## src/rtl/pwm_audio_out.sv

```systemverilog
`default_nettype none
// +----------------------------------------------------------------------------+
// | Module  : pwm_audio_out                                                    |
// | Brief   : Volume scaling, click-free mute ramp and 1-bit PWM audio output; |
// |           PWM_AUDIO_SIGMA_DELTA_EN selects a first-order sigma-delta stage.|
// | Revision: 1.0 - initial release                                            |
// +----------------------------------------------------------------------------+
module pwm_audio_out #(
  parameter int unsigned RAMP_DIV = 1
) (
  input  logic       clk,
  input  logic       rst,
  input  logic [7:0] sample,
  input  logic [2:0] volume,
  input  logic       mute,
  output logic       pwm_out,
  output logic       period_start,
  output logic       muted
);

  typedef enum logic [1:0] {
    ST_PLAY     = 2'd0,
    ST_FADE_OUT = 2'd1,
    ST_MUTED    = 2'd2,
    ST_FADE_IN  = 2'd3
  } state_t;

  localparam logic [3:0] c_step_last = 4'(RAMP_DIV - 1);

  logic [7:0]         cnt_q, cnt_d;
  logic [7:0]         duty_q, duty_d;
  logic               pwm_out_q, pwm_out_d;
  logic               period_start_q, period_start_d;
  state_t             state_q, state_d;
  logic [4:0]         r_q, r_d;
  logic [3:0]         step_cnt_q, step_cnt_d;

  logic               at_b;
  logic               step_due;
  logic signed [8:0]  s;
  logic [3:0]         vol_gain;
  logic signed [12:0] prod_v;
  logic signed [8:0]  v;
  logic signed [13:0] prod_e;
  logic [7:0]         duty_calc;

`ifdef PWM_AUDIO_SIGMA_DELTA_EN
  logic [8:0]         acc_q, acc_d;
`endif

  always_comb begin
    at_b      = (cnt_q == 8'hFF);
    s         = $signed({1'b0, sample}) - 9'sd128;
    vol_gain  = {1'b0, volume} + 4'd1;
    prod_v    = 13'(s) * 13'($signed({1'b0, vol_gain}));
    // Slicing off the low bits of a signed product is an arithmetic shift (floor).
    v         = $signed(prod_v[11:3]);
    prod_e    = 14'(v) * 14'($signed({1'b0, r_q}));
    duty_calc = prod_e[11:4] ^ 8'h80;
  end

  always_comb begin
    cnt_d          = cnt_q + 8'd1;
    period_start_d = at_b;
    duty_d         = duty_q;
    state_d        = state_q;
    r_d            = r_q;
    step_cnt_d     = step_cnt_q;
    step_due       = (step_cnt_q == c_step_last);

    if (at_b) begin
      // Uses r_q from before this boundary's ramp update.
      duty_d = (state_q == ST_MUTED) ? 8'd128 : duty_calc;

      if ((state_q == ST_FADE_OUT) || (state_q == ST_FADE_IN)) begin
        step_cnt_d = step_due ? 4'd0 : step_cnt_q + 4'd1;
      end else begin
        step_cnt_d = 4'd0;
      end

      case (state_q)
        ST_PLAY: begin
          if (mute) state_d = ST_FADE_OUT;
        end
        ST_FADE_OUT: begin
          if (!mute) begin
            state_d = ST_FADE_IN;
          end else if (step_due) begin
            if (r_q <= 5'd1) begin
              r_d     = 5'd0;
              state_d = ST_MUTED;
            end else begin
              r_d = r_q - 5'd1;
            end
          end
        end
        ST_MUTED: begin
          if (!mute) state_d = ST_FADE_IN;
        end
        ST_FADE_IN: begin
          if (mute) begin
            state_d = ST_FADE_OUT;
          end else if (step_due) begin
            if (r_q >= 5'd15) begin
              r_d     = 5'd16;
              state_d = ST_PLAY;
            end else begin
              r_d = r_q + 5'd1;
            end
          end
        end
        default: begin
          state_d = ST_MUTED;
          r_d     = 5'd0;
        end
      endcase
    end
  end

`ifdef PWM_AUDIO_SIGMA_DELTA_EN
  always_comb begin
    acc_d     = {1'b0, acc_q[7:0]} + {1'b0, duty_q};
    pwm_out_d = acc_d[8];
  end
`else
  always_comb begin
    pwm_out_d = (cnt_q < duty_q);
  end
`endif

  always_ff @(posedge clk) begin
    if (rst) begin
      cnt_q          <= 8'd0;
      duty_q         <= 8'd128;
      pwm_out_q      <= 1'b0;
      period_start_q <= 1'b0;
      state_q        <= ST_MUTED;
      r_q            <= 5'd0;
      step_cnt_q     <= 4'd0;
    end else begin
      cnt_q          <= cnt_d;
      duty_q         <= duty_d;
      pwm_out_q      <= pwm_out_d;
      period_start_q <= period_start_d;
      state_q        <= state_d;
      r_q            <= r_d;
      step_cnt_q     <= step_cnt_d;
    end
  end

`ifdef PWM_AUDIO_SIGMA_DELTA_EN
  always_ff @(posedge clk) begin
    if (rst) acc_q <= 9'd0;
    else     acc_q <= acc_d;
  end

  logic unused_bits;
  assign unused_bits = ^{prod_v[12], prod_v[2:0], prod_e[13:12], prod_e[3:0], acc_q[8]};
`else
  logic unused_bits;
  assign unused_bits = ^{prod_v[12], prod_v[2:0], prod_e[13:12], prod_e[3:0]};
`endif

  assign pwm_out      = pwm_out_q;
  assign period_start = period_start_q;
  assign muted        = (state_q == ST_MUTED);

endmodule
`default_nettype wire

```

## config.mk

```make
export PLATFORM = sky130hd
export DESIGN_NAME = pwm_audio_out
export DESIGN_NICKNAME = d
export VERILOG_FILES = /design/src/rtl/pwm_audio_out.sv
export SDC_FILE = /design/constraint.sdc
export NUM_CORES = 1
export LEC_CHECK = 0
export ABC_AREA = 1
export CAP_MARGIN = 20
export CORE_ASPECT_RATIO = 0.9
export CORE_MARGIN = 2
export CORE_UTILIZATION = 54
export CTS_BUF_LIST = sky130_fd_sc_hd__clkbuf_16
export DETAILED_ROUTE_END_ITERATION = 8
export MAX_ROUTING_LAYER = met4
export PLACE_DENSITY = 0.72
export SLEW_MARGIN = 15
export SYNTH_ARGS = -nofsm -noshare
export SYNTH_HDL_FRONTEND = slang
export SYNTH_SLANG_ARGS = --single-unit
```

## constraint.sdc

```tcl
create_clock -name clk -period 18.75 [get_ports clk]
set_clock_uncertainty 0.2 [all_clocks]
set_input_delay 3.75 -clock clk [delete_from_list [all_inputs] [get_ports clk]]
set_output_delay 3.75 -clock clk [all_outputs]
set_load 0.01 [all_outputs]
```

* Yosys cells after proc, flatten, opt, wreduce, memory -nomap -nowiden
Index checks and enable logic that the tools add are counted.
Storage, ports and cells: flip-flop bits (word level) 29, input port bits 14, output and inout port bits 3, word-level logic and storage cells 58
Cells by class: add/subtract/negate cells 6, multipliers 2, $lt $le $gt $ge 3, eq/ne operators 14, mux-type cells 19, bitwise operators 1, reduce and logical (&&, ||, !) cells 6
Operators with widths (number):
- two-way mux 5 bit | 6
- two-way mux 2 bit | 8
- multiplier 9 x 5 -> 12 bit | 1
- multiplier 9 x 6 -> 12 bit | 1
- inequality test 2 bit (second input constant) | 6
- case mux 5 bit (2 select lines) | 1
- subtractor 8 x 8 -> 9 bit (second input constant) | 1
- adder 8 x 1 -> 8 bit (second input constant) | 1
- equality test 8 bit (second input constant) | 1
- less-than comparator 8 bit | 1
- two-way mux 4 bit | 2
- two-way mux 8 bit | 1
- case mux 2 bit (4 select lines) | 1
- AND reduction 7 bit | 1
- inequality test 3 x 2 -> 1 bit (second input constant) | 2
- inequality test 3 bit (second input constant) | 2
- AND reduction 6 bit | 1
- adder 5 x 1 -> 5 bit (second input constant) | 1
- greater-or-equal comparator 5 x 4 -> 1 bit (second input constant) | 1
- less-or-equal comparator 5 x 1 -> 1 bit (second input constant) | 1
- subtractor 5 x 1 -> 5 bit (second input constant) | 1
- adder 3 x 1 -> 4 bit (second input constant) | 1
- adder 4 x 1 -> 4 bit (second input constant) | 1
- equality test 2 bit (second input constant) | 2
- other kinds (6) | 6

* Longest topological paths before layout
Gate-level depths: netlist (run 1).
depth in word-level cells 5, gate-level depth with buffers 37, mapped depth without buffers 37

* Worst setup path after synthesis (run 1)
Ideal clock, no wire load.
kind input port to flip-flop, start input volume[0], end register duty_q[7], setup time 0.115 ns, arrival 9.730 ns, data required time 18.435 ns, path slack 8.706 ns, cell stages on the path 34, path buffers 0, path through ha_1 > xnor2_1 > nor2_1 > ha_1 > fa_1 > inv_1 > fa_1 > inv_1 > ha_1 > nand2_1 > inv_1 > nand2_1 > nand2_1 > a21oi_1 > nor2_1 > nor2_1 > xor2_1 > nor2_1 > fa_1 > fa_1 > inv_1 > fa_1 > inv_1 > ha_1 > inv_1 > nor3_1 > a21o_1 > inv_1 > nand2_1 > nand2_1 > nand2_1 > nand3_1 > nand2_1 > nand2_1
Between the ends: word-level cells in the longest chain between the ends 5
RTL lines:
- start: declaration | line 14 | input logic [2:0] volume,
- adder 3 x 1 -> 4 bit | line 54 | vol_gain = {1'b0, volume} + 4'd1;
- multiplier 9 x 5 -> 12 bit | line 55 | prod_v = 13'(s) * 13'($signed({1'b0, vol_gain}));
- multiplier 9 x 6 -> 12 bit | line 58 | prod_e = 14'(v) * 14'($signed({1'b0, r_q}));
- inverter 1 bit (no line)
- two-way mux 8 bit | line 73 | duty_d = (state_q == ST_MUTED) ? 8'd128 : duty_calc;
- end signal: assignment | line 142 | duty_q <= duty_d;
- end: declaration | line 31 | logic [7:0] duty_q, duty_d;
Every way passes these cells. A chain may end at the register's enable or synchronous reset.

* Worst setup path after layout (run 1)
start input volume[0], end register duty_q[5]
Between the ends: word-level cells in the longest chain between the ends 4
RTL lines (line):
- adder 3 x 1 -> 4 bit | 54
- multiplier 9 x 5 -> 12 bit | 55
- multiplier 9 x 6 -> 12 bit | 58
- two-way mux 8 bit | 73
Every way passes these cells.

==> metrics.csv, run 1 <==
metric;value;unit
critical path endpoint category;flip-flop;
Finished Cell Area;0.00453;sq mm
largest net degree at the start of global routing;19;
antenna cells;0;
Worst EP required;18.74;ns
port bufs;16;
Synth Warn #;0;
fin nets;714;
Synth Cell Area;0.00414;sq mm
vias in the first global route;3583;
Final Hold Fails;0;
DRT Pass-1 Iters;4;
synth unique cells;36;
vias;3583;
final global-route overflow total;0;
Starting DRT DRC Count;117;
DR vias/cell;5.10;
die area;0.00839;sq mm
Rel. slew slack;46.4;%
first-pass GRT wire length;15.2;mm
Syn Nets;698;
Top delay family on crit path;adder cells;
Longest Clk Path Bufs;2;
Post-synth ARST share;0;%
# IOs;17;
total leakage power;2.43;nW
Skew-Pair Late Insertion Delay;0.27;ns
post-CTS sizing;0;
Arrival @ worst endpoint;11.00;ns
Worst VDD drop;0.0389;mV
share of post-route cells with drive strength above 1;3.13;%
Syn Inst Count;590;
RSZ-0062 raised after global routing;false;
DR WL/cell;12.3;um
Hold Crit Class;flip-flop to flip-flop;
placed cell area;0.00439;sq mm
CTS Hold Bufs;0;
fin. max-slew vios;0;
Setup Viol. Count Final;0;
GPL Wtd Cong;0.874;
Cell Rows;30;
crit path launch type;input pin;
TritonCTS buffer count;5;
Main synth FF type;dfxtp_1;
max-cap violations;0;
Avg Cell Area, Syn;7.02;sq um
#FFs+latches synth;29;
crit path max fanout;8;
WP buf/inv;7;
aggregate routed wire length;8.61;mm
EDFF count, synth;0;
fin crit share;58.7;%
CTS HTree Levels;2;
Worst path max stage delay;0.54;ns
Worst path slowest cell;fa_1;
Synth-to-Final Area Change;9.30;%
clk slew on worst S/H paths;0.05;ns
Die X;96.3;um
Die Height;87.1;um
actual slew at the worst max-slew pin;0.801;ns
Core Area;0.00751;sq mm
Cell Pwr Density;47.8;mW/mm^2
CTS sink count;29;
CTS root buf;clkbuf_16;
HPWL Detailed;7.23;mm
status;finished clean;
setup_tns;0;ns
CTS tree;done;
sequential share of the synthesized area;14.0;%
clock period minus final worst setup slack;11.01;ns
DRC viols;0;
Initial Util;55.2;%
Post-CTS Setup Repair Bufs;0;
cell mode on critical path;nor2_1;
initial antenna violation count;0;
total global-route track usage;23.4;%
Detail Route Antenna Nets;0;
fmax;90.8;MHz
critical path class;input pin to flip-flop;
final cells by class:
class | instances | area [sq um]
multi-input combinational | 416 | 3010
clock inverter | 3 | 12.5
fill | 721 | 2980
tap | 96 | 120
timing repair buffer | 16 | 160
clock buffer | 5 | 125
inverter | 138 | 519
sequential | 29 | 581
stage by stage:
stage	total power [mW]	instances	utilization (%)	hold WS, ns	setup WS (ns)
after floorplan	0.124	590	-	0.230	8.71
after global placement	0.139	695	58.5	0.244	7.70
after detailed placement	0.142	695	58.5	0.254	7.54
after CTS	0.217	703	60.3	0.265	7.81
after global routing	0.233	703	60.3	0.291	7.22
final	0.216	703	60.3	0.257	7.74
where the power goes:
part	total (mW)	switching, mW	internal [mW]
registers	0.0629	0.000527	0.0624
logic	0.0781	0.0506	0.0275
clock network	0.0754	0.0275	0.0479
total	0.216	0.0786	0.138
logic make-up after synthesis:
family	synth area share [%]
compound gates	9.15
xor+xnor	3.38
fa+ha+maj	35.5
buf+inv	13.3
flops	14.0
simple gates	24.7
synthesized netlist by cell type, types with 2 or more instances:
cell / number / area share, %
inv_1: 133 / 12
buf_2: 2 / 0.24
xor2_1: 11 / 2.3
clkbuf_1: 4 / 0.36
nand2_2: 2 / 0.30
nand2_1: 107 / 9.7
o211ai_1: 4 / 0.72
a21boi_0: 2 / 0.36
nand4_1: 5 / 0.76
ha_1: 55 / 17
o21ai_0: 16 / 1.9
a31oi_1: 4 / 0.60
a21oi_1: 31 / 3.7
xnor2_1: 5 / 1.1
fa_1: 39 / 19
dfxtp_1: 29 / 14
nand3_1: 30 / 3.6
o21bai_1: 2 / 0.36
nor3_1: 8 / 0.97
nor2_1: 81 / 7.3
nand3b_1: 3 / 0.54
inv_2: 3 / 0.27
registers in the layout, summed over array words and instances, names as in the netlist:
name          cells
period_start      1
r_q               5
pwm_out           1
cnt_q             8
step_cnt_q        4
state_q           2
duty_q            8
final timing paths:
kind / slack [ns] / start / to / cells past startpoint
setup / recovery: 7.74 / volume[0] / duty_q[5] / 34
hold / removal: 0.26 / cnt_q[0] / cnt_q[0] / 1
setup reg to reg: 14.20 / r_q[0] / duty_q[7] / 20
hold reg to reg: 0.26 / cnt_q[0] / cnt_q[0] / 1
cell usage in the layout (no fill, tap or decap), drive strengths merged, types with 8 or more instances in the layout:
cell and count:
xor2 11, clkdlybuf4s50 16, a21oi 31, fa 39, ha 55, nand2 110, o21ai 16, nor2 83
nor3 8, nand3 31, inv 136, dfxtp 29
layer usage:
metal	vias up	wire length (um)	global-route usage (%)	share of wire, %
met5	-	0	-	0
met4	0	115	4.87	1.3
met3	14	229	3.64	2.7
met2	50	4090	39.5	48
met1	1662	4170	29.7	48
li1	1857	-	-	-
worst reg2reg max path: cells and delay by family (launching register included):
family	cells	cell delay (ns)
adders and majority gates	4	1.86
and+or+nand+nor	8	0.80
buffers and inverters	6	0.70
DFF	1	0.55
AOI/OAI and AO/OA	2	0.31
No activity file was read; power rests on OpenSTA's default activity.
==> run 2: changes to the inputs <==
clock period = 10.7 ns   (was 18.75 ns; I/O delays follow)
==> run 2 against run 1 <==
Utilization is the same. Critical path depth is the same. Worst setup slack lost 6.4 ns. Critical endpoint unchanged. Register-to-register slack lost 8.1 ns. Cell count is the same. Sequential power grew 75%. Die area is the same. Routed wire length grew 0.51%. Highest routed layer unchanged.
==> metrics.csv, run 2 (synthesized netlist as in run 1, its figures left out) <==
metric;value;unit;change
area of the multi-input gates;0.00301;sq mm;unchanged
aggregate routed wire length;8.66;mm;+0.51%
post-CTS sizing;0;;unchanged
setup slack after layout;1.31;ns;-6.43 ns
non-filler cells, final;703;;unchanged
cell mode on critical path;nor2_1;;
Starting DRT DRC Count;159;;+36%
port bufs;16;;unchanged
Clk network pwr share;34.4;%;-0.4 points
Longest Clk Path Bufs;2;;unchanged
Hold Crit Class;flip-flop to flip-flop;;
FF-to-FF path depth;20;;unchanged
CTS root buf;clkbuf_16;;
largest net degree at the start of global routing;19;;unchanged
fin crit share;87.8;%;
register area;581;sq um;unchanged
Core Area;0.00751;sq mm;unchanged
CTS HTree Levels;2;;unchanged
Final Total Pwr;0.376;mW;+74%
most common cell after layout, fill and taps aside;inv_1;;
HPWL Detailed;7.21;mm;-0.32%
biggest regs;cnt_q (8), duty_q (8), r_q (5);;
critical path endpoint category;flip-flop;;
antenna cells;0;;unchanged
combinational share of power;36.3;%;+0.2 points
Die X;96.3;um;unchanged
critical path class;input pin to flip-flop;;
actual slew at the worst max-slew pin;0.785;ns;-0.0154 ns
crit path launch type;input pin;;
Crit Reg-Reg Startpoint;r_q[0];;
initial antenna violation count;0;;unchanged
DR vias/cell;5.29;;+3.8%
die area;0.00839;sq mm;unchanged
Post-CTS Setup Repair Bufs;0;;unchanged
layout filler cell count;690;;-4.3%
Worst Setup EP;duty_q[5];;
CTS tree;done;;
CTS sink count;29;;unchanged
CTS Hold Bufs;0;;unchanged
Synth-to-Final Area Change;9.30;%;unchanged
clock period minus final worst setup slack;9.39;ns;
crit path from;volume[0];;
Skew-Pair Late Insertion Delay;0.27;ns;about the same
clk slew on worst S/H paths;0.05;ns;about the same
setup_tns;0;ns;unchanged
FF-to-FF setup slack;6.12;ns;-8.08 ns
vias;3719;;+3.8%
first-pass GRT wire length;15.0;mm;-1.6%
Min Hold Slack;0.258;ns;+0.000889 ns
design internal power;0.241;mW;+75%
share of post-route cells with drive strength above 1;3.13;%;unchanged
Die Height;87.1;um;unchanged
Final Hold Fails;0;;unchanged
Cell Rows;30;;unchanged
Cell Pwr Density;83.1;mW/mm^2;+74%
max-cap violations;0;;unchanged
post-place setup slack;1.08;ns;-6.46 ns
Detail Route Antenna Nets;0;;unchanged
P_sw;0.135;mW;+72%
RSZ-0062 raised after global routing;false;;
Setup Viol. Count Final;0;;unchanged
DRT Pass-1 Iters;5;;+1
GPL Wtd Cong;0.872;;-0.18%
vias in the first global route;3565;;-0.50%
final global-route overflow total;0;;unchanged
Flop pwr share;29.3;%;+0.2 points
Inst Count DP;695;;unchanged
Initial Util;55.2;%;unchanged
crit path max fanout;8;;unchanged
Worst path max stage delay;0.54;ns;about the same
total leakage power;2.43;nW;unchanged
DRC viols;0;;unchanged
fin nets;714;;unchanged
reg2reg end;duty_q[7];;
fmax;106;MHz;
TritonCTS buffer count;5;;unchanged
total global-route track usage;22.9;%;-0.47 points
Worst VDD drop;0.0632;mV;+62%
Worst EP required;10.69;ns;-8.05 ns
status;finished clean;;
most frequent cells in the layout;inv_1 (133), nand2_1 (107), nor2_1 (81);;
Arrival @ worst endpoint;9.38;ns;-1.62 ns
Worst path slowest cell;fa_1;;
fin. max-slew vios;0;;unchanged
Rel. slew slack;47.5;%;+1.0 points
# IOs;17;;unchanged
switching part of the total;35.8;%;-0.48 points
DR WL/cell;12.3;um;+0.51%
run 2: cell counts in the layout (fill, tap and decap cells not counted):
Identical to the previous run, type by type.
run 2: cell type report:
type                    instances  area share (%)
clock inverters                 3           0.276
multi-input cells             416            66.5
clock buffers                   5            2.76
well taps                      96            2.65
repair buffers                 16            3.54
inverters                     138            11.5
flip-flops and latches         29            12.8
run 2: per-stage QoR:
stage,instance area (sq um),util [%]
CTS,4530,60.3
global placement,4390,58.5
global route,4530,60.3
detailed placement,4390,58.5
finish,4530,60.3
floorplan,4140,-
run 2: worst min path at each step:
stage,startpoint,end,cells past startpoint
2_1_floorplan,cnt_q[0],cnt_q[0],1
3_3_place_gp,cnt_q[0],cnt_q[0],1
3_5_place_dp,cnt_q[0],cnt_q[0],1
4_1_cts,cnt_q[0],cnt_q[0],1
5_1_grt,duty_q[2],duty_q[2],2
6_report,cnt_q[0],cnt_q[0],1
run 2: worst max-delay path: cells and delay by family:
kind                       cells  cell delay (ns)
adders and majority gates      9             3.87
and+or+nand+nor               14             1.40
xor gates and xnor gates       2             0.85
buffers and inverters          7             0.79
AOI/OAI and AO/OA              2             0.33
run 2: power by group through the flow:
| stage | clock network, mW | logic (mW) | registers (mW) |
|---|---|---|---|
| 2_1_floorplan | 0 | 0.104 | 0.112 |
| 6_report | 0.129 | 0.137 | 0.110 |
| 3_3_place_gp | 0 | 0.132 | 0.112 |
| 3_5_place_dp | 0 | 0.137 | 0.112 |
| 5_1_grt | 0.137 | 0.158 | 0.110 |
| 4_1_cts | 0.131 | 0.137 | 0.110 |
run 2: routing by layer:
layer  up-vias  part of all wire, %  track usage (%)
met5         -                    0                -
met4         0                  1.6             6.40
met3        18                  4.7             3.72
met2        93                   48             37.8
met1      1747                   46             29.1
li1       1861                    -                -
==> run 3: changes to the inputs <==
PLACE_DENSITY = 0.76   (was 0.72)
==> run 3 against run 2 <==
Sequential share of layout area stayed put. Global-route usage down 0.54 points. Largest cell class unchanged. Clock-buffer cell count did not move. Critical path depth did not move. Routed wire length decreased by 2.5%. Non-clock buffer count did not move. First-iteration DRC count down 20%. Sequential power is essentially flat. Via count is 2.2% lower.
==> metrics.csv, run 3 (synthesized netlist as in run 1, its figures left out) <==
metric;value;unit;change
status;finished clean;;
share of post-route cells with drive strength above 1;3.13;%;unchanged
DR WL/cell;12.0;um;-2.5%
Starting DRT DRC Count;127;;-20%
first-pass GRT wire length;14.6;mm;-2.3%
Worst path slowest cell;fa_1;;
largest net degree at the start of global routing;19;;unchanged
Core Area;0.00751;sq mm;unchanged
fin nets;714;;unchanged
GRT met2 Usage;37.6;%;-0.19 points
Post-CTS Setup Repair Bufs;0;;unchanged
gr busiest metal;met2;;
Initial Util;55.2;%;unchanged
area of the multi-input gates;0.00301;sq mm;unchanged
Arrival @ worst endpoint;9.44;ns;+0.06 ns
post-CTS sizing;0;;unchanged
critical path endpoint category;flip-flop;;
Detail Route Antenna Nets;0;;unchanged
Longest Clk Path Bufs;2;;unchanged
CTS HTree Levels;2;;unchanged
TritonCTS buffer count;5;;unchanged
critical path class;input pin to flip-flop;;
fin. max-slew vios;0;;unchanged
final global-route overflow total;0;;unchanged
GPL Wtd Cong;0.857;;-1.7%
CTS Hold Bufs;0;;unchanged
met1 Track Usage GR;29.2;%;+0.13 points
fin crit share;88.4;%;+0.61 points
CTS root buf;clkbuf_16;;
vias;3636;;-2.2%
Rel. slew slack;49.6;%;+2.1 points
Skew-Pair Late Insertion Delay;0.27;ns;about the same
Worst path max stage delay;0.55;ns;about the same
post-place setup slack;1.02;ns;-0.0577 ns
Die Height;87.1;um;unchanged
Cell Pwr Density;83.4;mW/mm^2;+0.35%
met3 Use GR;3.55;%;-0.17 points
DRT Pass-1 Iters;5;;unchanged
biggest regs;cnt_q (8), duty_q (8), r_q (5);;
fmax;106;MHz;-0.69%
vias in the first global route;3470;;-2.7%
initial antenna violation count;0;;unchanged
Worst EP required;10.69;ns;about the same
WP buf/inv;7;;unchanged
Min Hold Slack;0.261;ns;+0.00327 ns
Final Total Pwr;0.378;mW;+0.35%
Final Hold Fails;0;;unchanged
total leakage power;2.43;nW;unchanged
setup slack after layout;1.24;ns;-0.0652 ns
die area;0.00839;sq mm;unchanged
DR vias/cell;5.17;;-2.2%
CTS sink count;29;;unchanged
Top delay family on crit path;adder cells;;
Setup Viol. Count Final;0;;unchanged
RSZ-0062 raised after global routing;false;;
non-filler cells, final;703;;unchanged
Hold Crit Class;flip-flop to flip-flop;;
# IOs;17;;unchanged
actual slew at the worst max-slew pin;0.754;ns;-0.0312 ns
HPWL Detailed;7.12;mm;-1.2%
total global-route track usage;22.3;%;-0.54 points
crit path max fanout;8;;unchanged
crit path launch type;input pin;;
most frequent cells in the layout;inv_1 (133), nand2_1 (107), nor2_1 (81);;
DRC viols;0;;unchanged
antenna cells;0;;unchanged
clock period minus final worst setup slack;9.46;ns;+0.0652 ns
port bufs;16;;unchanged
layout filler cell count;694;;+0.58%
aggregate routed wire length;8.44;mm;-2.5%
clk slew on worst S/H paths;0.05;ns;about the same
Synth-to-Final Area Change;9.30;%;unchanged
CTS tree;done;;
setup_tns;0;ns;unchanged
max-cap violations;0;;unchanged
Inst Count DP;695;;unchanged
register area;581;sq um;unchanged
Worst VDD drop;0.0575;mV;-9.0%
Cell Rows;30;;unchanged
cell mode on critical path;nor2_1;;
Die X;96.3;um;unchanged
most common cell after layout, fill and taps aside;inv_1;;
[run 3: cell counts in the layout (fill, tap and decap cells not counted)]
Identical to the previous run, type by type.
[run 3: layer usage]
layer  wire length [um]  vias up
met4                 31        0
met5                  0        -
met1               3960     1689
met2               4060       81
met3                393        8
li1                   -     1858
[run 3: layout make-up]
type	count	area share (%)
multi-input combinational	416	66.5
inverter	138	11.5
clock buffer	5	2.76
tap	96	2.65
sequential	29	12.8
timing repair buffer	16	3.54
clock inverter	3	0.276
[run 3: worst register-to-register path, delay by kind of cell, from the launching register on]
kind | cells | cell delay, ns
adders and majority gates | 4 | 1.84
and+or+nand+nor | 8 | 0.83
buffers and inverters | 6 | 0.69
DFF | 1 | 0.54
AOI/OAI and AO/OA | 2 | 0.35
[run 3: path summary, 6_finish.rpt]
kind,from,end,slack (ns),cells past startpoint
max,volume[0],duty_q[5],1.24,34
min,duty_q[0],duty_q[0],0.26,2
max reg2reg,r_q[0],duty_q[7],6.13,20
min reg2reg,duty_q[0],duty_q[0],0.26,2
[run 3: through the flow]
step                      utilization, %  area, sq um
after floorplan                        -         4140
after global placement              58.5         4390
after detailed placement            58.5         4390
after CTS                           60.3         4530
after global routing                60.3         4530
final                               60.3         4530
[run 3: power breakdown]
part	switching (mW)	internal, mW
registers	0.000897	0.109
clock network	0.0461	0.0837
logic	0.0893	0.0483
==> edit 1: new RTL, flow settings as in run 3 <==
Build with the macro `PWM_AUDIO_SIGMA_DELTA_EN` defined.
--- a/src/rtl/pwm_audio_out.sv
+++ b/src/rtl/pwm_audio_out.sv
@@ -5,6 +5,8 @@
 // |           PWM_AUDIO_SIGMA_DELTA_EN selects a first-order sigma-delta stage.|
 // | Revision: 1.0 - initial release                                            |
 // +----------------------------------------------------------------------------+
+`define PWM_AUDIO_SIGMA_DELTA_EN
+
 module pwm_audio_out #(
   parameter int unsigned RAMP_DIV = 1
 ) (
Formal check against the unedited RTL: not equivalent (Yosys sat finds a counterexample within 4 cycles, from zero or initial values and one cycle with rst high).
==> edit 1 against run 3 <==
- sequential cell count increased by 8
- clock power rose by 27%
- total power increased by 18%
- count of clock-buffer cells in the layout unchanged
- global-route usage grew 0.77 points
- design area is 7.7% higher
- die area increased by 7.2%
- sequential share of layout area increased by 2.4 points
- synthesized area is 7.5% higher
- routed wire length grew 12%
- setup slack got worse by 0.094 ns
- first-iteration DRC count increased by 48%
- critical endpoint unchanged
- largest cell class unchanged
==> edit 1: results (changes against run 3) <==
| Metric | Value |
|---|---|
| Max FO, Critical Path | 8 (unchanged) |
| Hold depth | 1 (was 2) |
| Cts bufs inserted | 5 (unchanged) |
| Hpwl dp | 7730 µm (was 7120 µm) |
| First-pass GRT wire length | 16,800 µm (was 14,600 µm) |
| Nets | 745 (was 714) |
| Hold Startpoint | cnt_q[0] (was duty_q[0]) |
| Outcome | finished, final reports clean (unchanged) |
| Worst VDD drop | 0.0601 mV (was 0.0575 mV) |
| Hold Path Sink | cnt_q[0] (was duty_q[0]) |
| Resized Gates After CTS | 0 (unchanged) |
| Hold Path Class | register to register (unchanged) |
| Power Dens Cells | 91.1 nW/µm² (was 83.4 nW/µm²) |
| Leak pwr | 2.48 nW (was 2.43 nW) |
| CP max stage delay | 0.55 ns (about the same) |
| Top flop regs | acc_q: 8 flops, cnt_q: 8 flops, duty_q: 8 flops (was cnt_q: 8 flops, duty_q: 8 flops, r_q: 5 flops) |
| Largest net degree at the start of global routing | 20 (was 19) |
| Worst Max-Slew Pin Slew | 0.765 ns (was 0.754 ns) |
| Vias/cell | 5.32 (was 5.17) |
| Worst Path Arrival | 9.48 ns (was 9.44 ns) |
| Reg2Reg Setup Slack | 6.07 ns (was 6.13 ns) |
| Seq pwr | 140 µW (was 110 µW) |
| Initial DRC count | 188 (was 127) |
| GRT Overall Usage | 23.1% (was 22.3%) |
| Vias in the first global route | 3,905 (was 3,470) |
| Post-Syn Nets | 729 (was 698) |
| Psw | 147 µW (was 136 µW) |
| Routability cong. | 0.886 (was 0.857) |
| Clock tree buffer depth | 2 (unchanged) |
| Synth area leaders | fa_1 (18%), dfxtp_1 (17%), ha_1 (16%), inv_1 (11%), nand2_1 (7.7%) (was fa_1 (19%), ha_1 (17%), dfxtp_1 (14%), inv_1 (12%), nand2_1 (9.7%)) |
| # fillers | 723 (was 694) |
| Layout cell share with drive strength beyond 1 | 5.19% (was 3.13%) |
| WL final | 9420 µm (was 8440 µm) |
| Pre-Repair DR Iteration Count | 6 (was 5) |
| Most frequent cells after synthesis | inv_1 (126), nand2_1 (91), nor2_1 (84) (was inv_1 (133), nand2_1 (107), nor2_1 (81)) |
| Reg2reg path depth | 20 (unchanged) |
| Seq/Total Area, Yosys | 16.6% (was 14.0%) |
| Count of different cell masters after synthesis | 38 (was 36) |
==> edit 1: changes by cell type after synthesis, sizes merged, moves of 4 or more <==
cell	before	now
nor2	83	89
inv	136	132
o21ai	16	26
a21oi	31	43
xnor2	5	10
nand2	110	97
dfxtp	29	37
xor2	11	6
or2	0	5
==> edit 1: final cells by class <==
type,count,area [µm²],area share [%]
clock buffers,5,125,2.57
clock inverters,3,41.3,0.847
inverters,134,503,10.3
multi-input cells,441,3180,65.3
flip-flops and latches,37,741,15.2
well taps,99,124,2.54
repair buffers,16,160,3.28
==> edit 1: cell families (layout without fill, tap and decap cells) <==
group                    after synthesis  after routing  synth area share [%]
AO/OA/AOI/OAI                         83             83                  9.97
XOR/XNOR                              16             16                  3.15
adder cells (fa/ha/maj)               96             96                  33.7
buffers and inverters                141            158                  11.9
flip-flops                            37             37                  16.6
multiplexers                           1              1                 0.253
AND/OR/NAND/NOR                      245            245                  24.4
==> edit 1: through the flow <==
| step | cells | util (%) | cell area [µm²] | hold slack, ns | setup WS [ns] |
|---|---|---|---|---|---|
| final | 735 | 60.7 | 4880 | 0.250 | 1.15 |
| after global routing | 735 | 60.7 | 4880 | 0.300 | 0.607 |
| after floorplan | 619 | - | 4450 | 0.218 | 2.15 |
| after CTS | 735 | 60.7 | 4880 | 0.250 | 1.22 |
| after global placement | 727 | 58.7 | 4710 | 0.229 | 1.23 |
| after detailed placement | 727 | 58.7 | 4710 | 0.242 | 1.01 |
==> edit 1: per-layer routing <==
| layer | up-vias | wire [µm] | GRT usage, % |
|---|---|---|---|
| li1 | 1965 | - | - |
| met1 | 1824 | 4310 | 30.1 |
| met4 | 0 | 91 | 3.88 |
| met2 | 111 | 4550 | 38.7 |
| met5 | - | 0 | - |
| met3 | 11 | 459 | 3.58 |
==> edit 2: new RTL, config.mk and constraints of run 3 <==
Without the edit above. Re-encode `state_t` (4 states) as Gray code, 2 bits wide.
--- a/src/rtl/pwm_audio_out.sv
+++ b/src/rtl/pwm_audio_out.sv
@@ -19,10 +19,10 @@
 );
 
   typedef enum logic [1:0] {
-    ST_PLAY     = 2'd0,
-    ST_FADE_OUT = 2'd1,
-    ST_MUTED    = 2'd2,
-    ST_FADE_IN  = 2'd3
+    ST_PLAY     = 2'b00,
+    ST_FADE_OUT = 2'b01,
+    ST_MUTED    = 2'b11,
+    ST_FADE_IN  = 2'b10
   } state_t;
 
   localparam logic [3:0] c_step_last = 4'(RAMP_DIV - 1);
Formal check against the unedited RTL: no difference found for any inputs over 10 cycles, from zero or initial values and one cycle with rst high; not proved beyond that.
==> edit 2 against run 3 <==
- combinational power barely moved
- routed wire length rose by 1.9%
- sequential cell count did not move
- synthesized area rose by 1.2%
- largest power group unchanged
- fmax fell by 0.72%
- design area rose by 1.1%
- setup slack got worse by 0.069 ns
- total power rose by 0.68%
- first-iteration DRC count rose by 33%
- largest cell class unchanged
- non-clock buffer count did not move
==> edit 2: results (changes against run 3) <==
| Metric | Value |
|---|---|
| Critical Path End | duty_q[7] (was duty_q[5]) |
| Nets | 720 (was 714) |
| # fillers | 670 (was 694) |
| Count of different cell masters after synthesis | 38 (was 36) |
| Outcome | finished, final reports clean (unchanged) |
| Clock latency at the later pin of the worst-skew pair | 0.27 ns (about the same) |
| Most frequent cells after synthesis | inv_1 (135), nand2_1 (109), nor2_1 (82) (was inv_1 (133), nand2_1 (107), nor2_1 (81)) |
| Worst VDD drop | 0.0649 mV (was 0.0575 mV) |
| Start of the worst register-to-register path | r_q[2] (was r_q[0]) |
| Met1 usage | 27.0% (was 29.2%) |
| Layout cell share with drive strength beyond 1 | 4.57% (was 3.13%) |
| Seq/Total Area, Yosys | 13.8% (was 14.0%) |
| GRT Overall Usage | 22.2% (was 22.3%) |
| Vias in the first global route | 3,712 (was 3,470) |
| Met3 usage | 3.67% (was 3.55%) |
| Place WS | 0.964 ns (was 1.02 ns) |
| Reg2Reg Setup Slack | 6.19 ns (was 6.13 ns) |
| Worst Max-Slew Pin Slew | 0.794 ns (was 0.754 ns) |
| Post-Syn Nets | 704 (was 698) |
| Pre-Repair DR Iteration Count | 5 (unchanged) |
| Worst Path Arrival | 9.49 ns (was 9.44 ns) |
| Antenna Cells | 0 (unchanged) |
| Vias/cell | 5.17 (about the same) |
| First-pass GRT wire length | 15,300 µm (was 14,600 µm) |
| Hpwl dp | 7140 µm (was 7120 µm) |
| Reg2reg path depth | 18 (was 20) |
| Leak pwr | 2.50 nW (was 2.43 nW) |
-- edit 2: cell types whose count changed after synthesis, moves of 2 or more --
cell,before,now
o21ai_0,16,13
o211ai_1,4,2
nand2_1,107,109
inv_1,133,135
a31oi_1,4,2
a211oi_1,0,5
a21boi_0,2,0
nand3_1,30,26
nand2_2,2,4
nand3_2,1,4
o21a_1,0,2
-- edit 2: cell type report --
class                   count  area, µm²  share of cell area (%)
clock buffers               5        125                    2.73
repair buffers             16        160                    3.50
clock inverters             3       13.8                   0.301
well taps                  96        120                    2.62
multi-input cells         419       3050                    66.5
flip-flops and latches     29        581                    12.7
inverters                 141        534                    11.7
-- edit 2: worst min-delay path by stage --
stage | start | endpoint | slack, ns | depth (start not counted)
final | duty_q[3] | duty_q[3] | 0.27 | 2
after global routing | cnt_q[0] | cnt_q[0] | 0.30 | 1
after CTS | duty_q[3] | duty_q[3] | 0.27 | 2
after detailed placement | cnt_q[0] | cnt_q[0] | 0.26 | 1
after global placement | cnt_q[0] | cnt_q[0] | 0.24 | 1
after floorplan | cnt_q[0] | cnt_q[0] | 0.23 | 1
-- edit 2: layer usage --
layer | vias up | part of all wire (%) | wire, µm
met5 | - | 0 | 0
met4 | 0 | 1.1 | 97
met3 | 14 | 4.2 | 361
met2 | 84 | 49 | 4200
met1 | 1704 | 46 | 3940
li1 | 1864 | - | -
-- edit 2: power by group --
| group | switching, mW | total (mW) | internal [mW] |
|---|---|---|---|
| Sequential | 0.000996 | 0.110 | 0.109 |
| Clock | 0.0476 | 0.132 | 0.0842 |
| Combinational | 0.0896 | 0.138 | 0.0485 |
| Total | 0.138 | 0.380 | 0.242 |
-- edit 2: logic make-up (layout without fill, tap and decap cells) --
kind of cell | Yosys count | in the layout | synth area share (%)
XOR/XNOR | 16 | 16 | 3.34
adder cells (fa/ha/maj) | 94 | 94 | 35.0
AND/OR/NAND/NOR | 246 | 246 | 25.6
flip-flops | 29 | 29 | 13.8
buffers and inverters | 148 | 165 | 13.5
AO/OA/AOI/OAI | 63 | 63 | 8.65
-- edit 2: worst min-delay path, stage by stage (launching register included) --
cell     delay [ns]
dfxtp_1        0.30
nand2_1        0.06
a21oi_1        0.05
-- edit 2: metrics by stage --
stage	instances	instance area (µm²)
2_1_floorplan	596	4190
3_3_place_gp	701	4440
3_5_place_dp	701	4440
4_1_cts	709	4580
5_1_grt	709	4580
6_report	709	4580
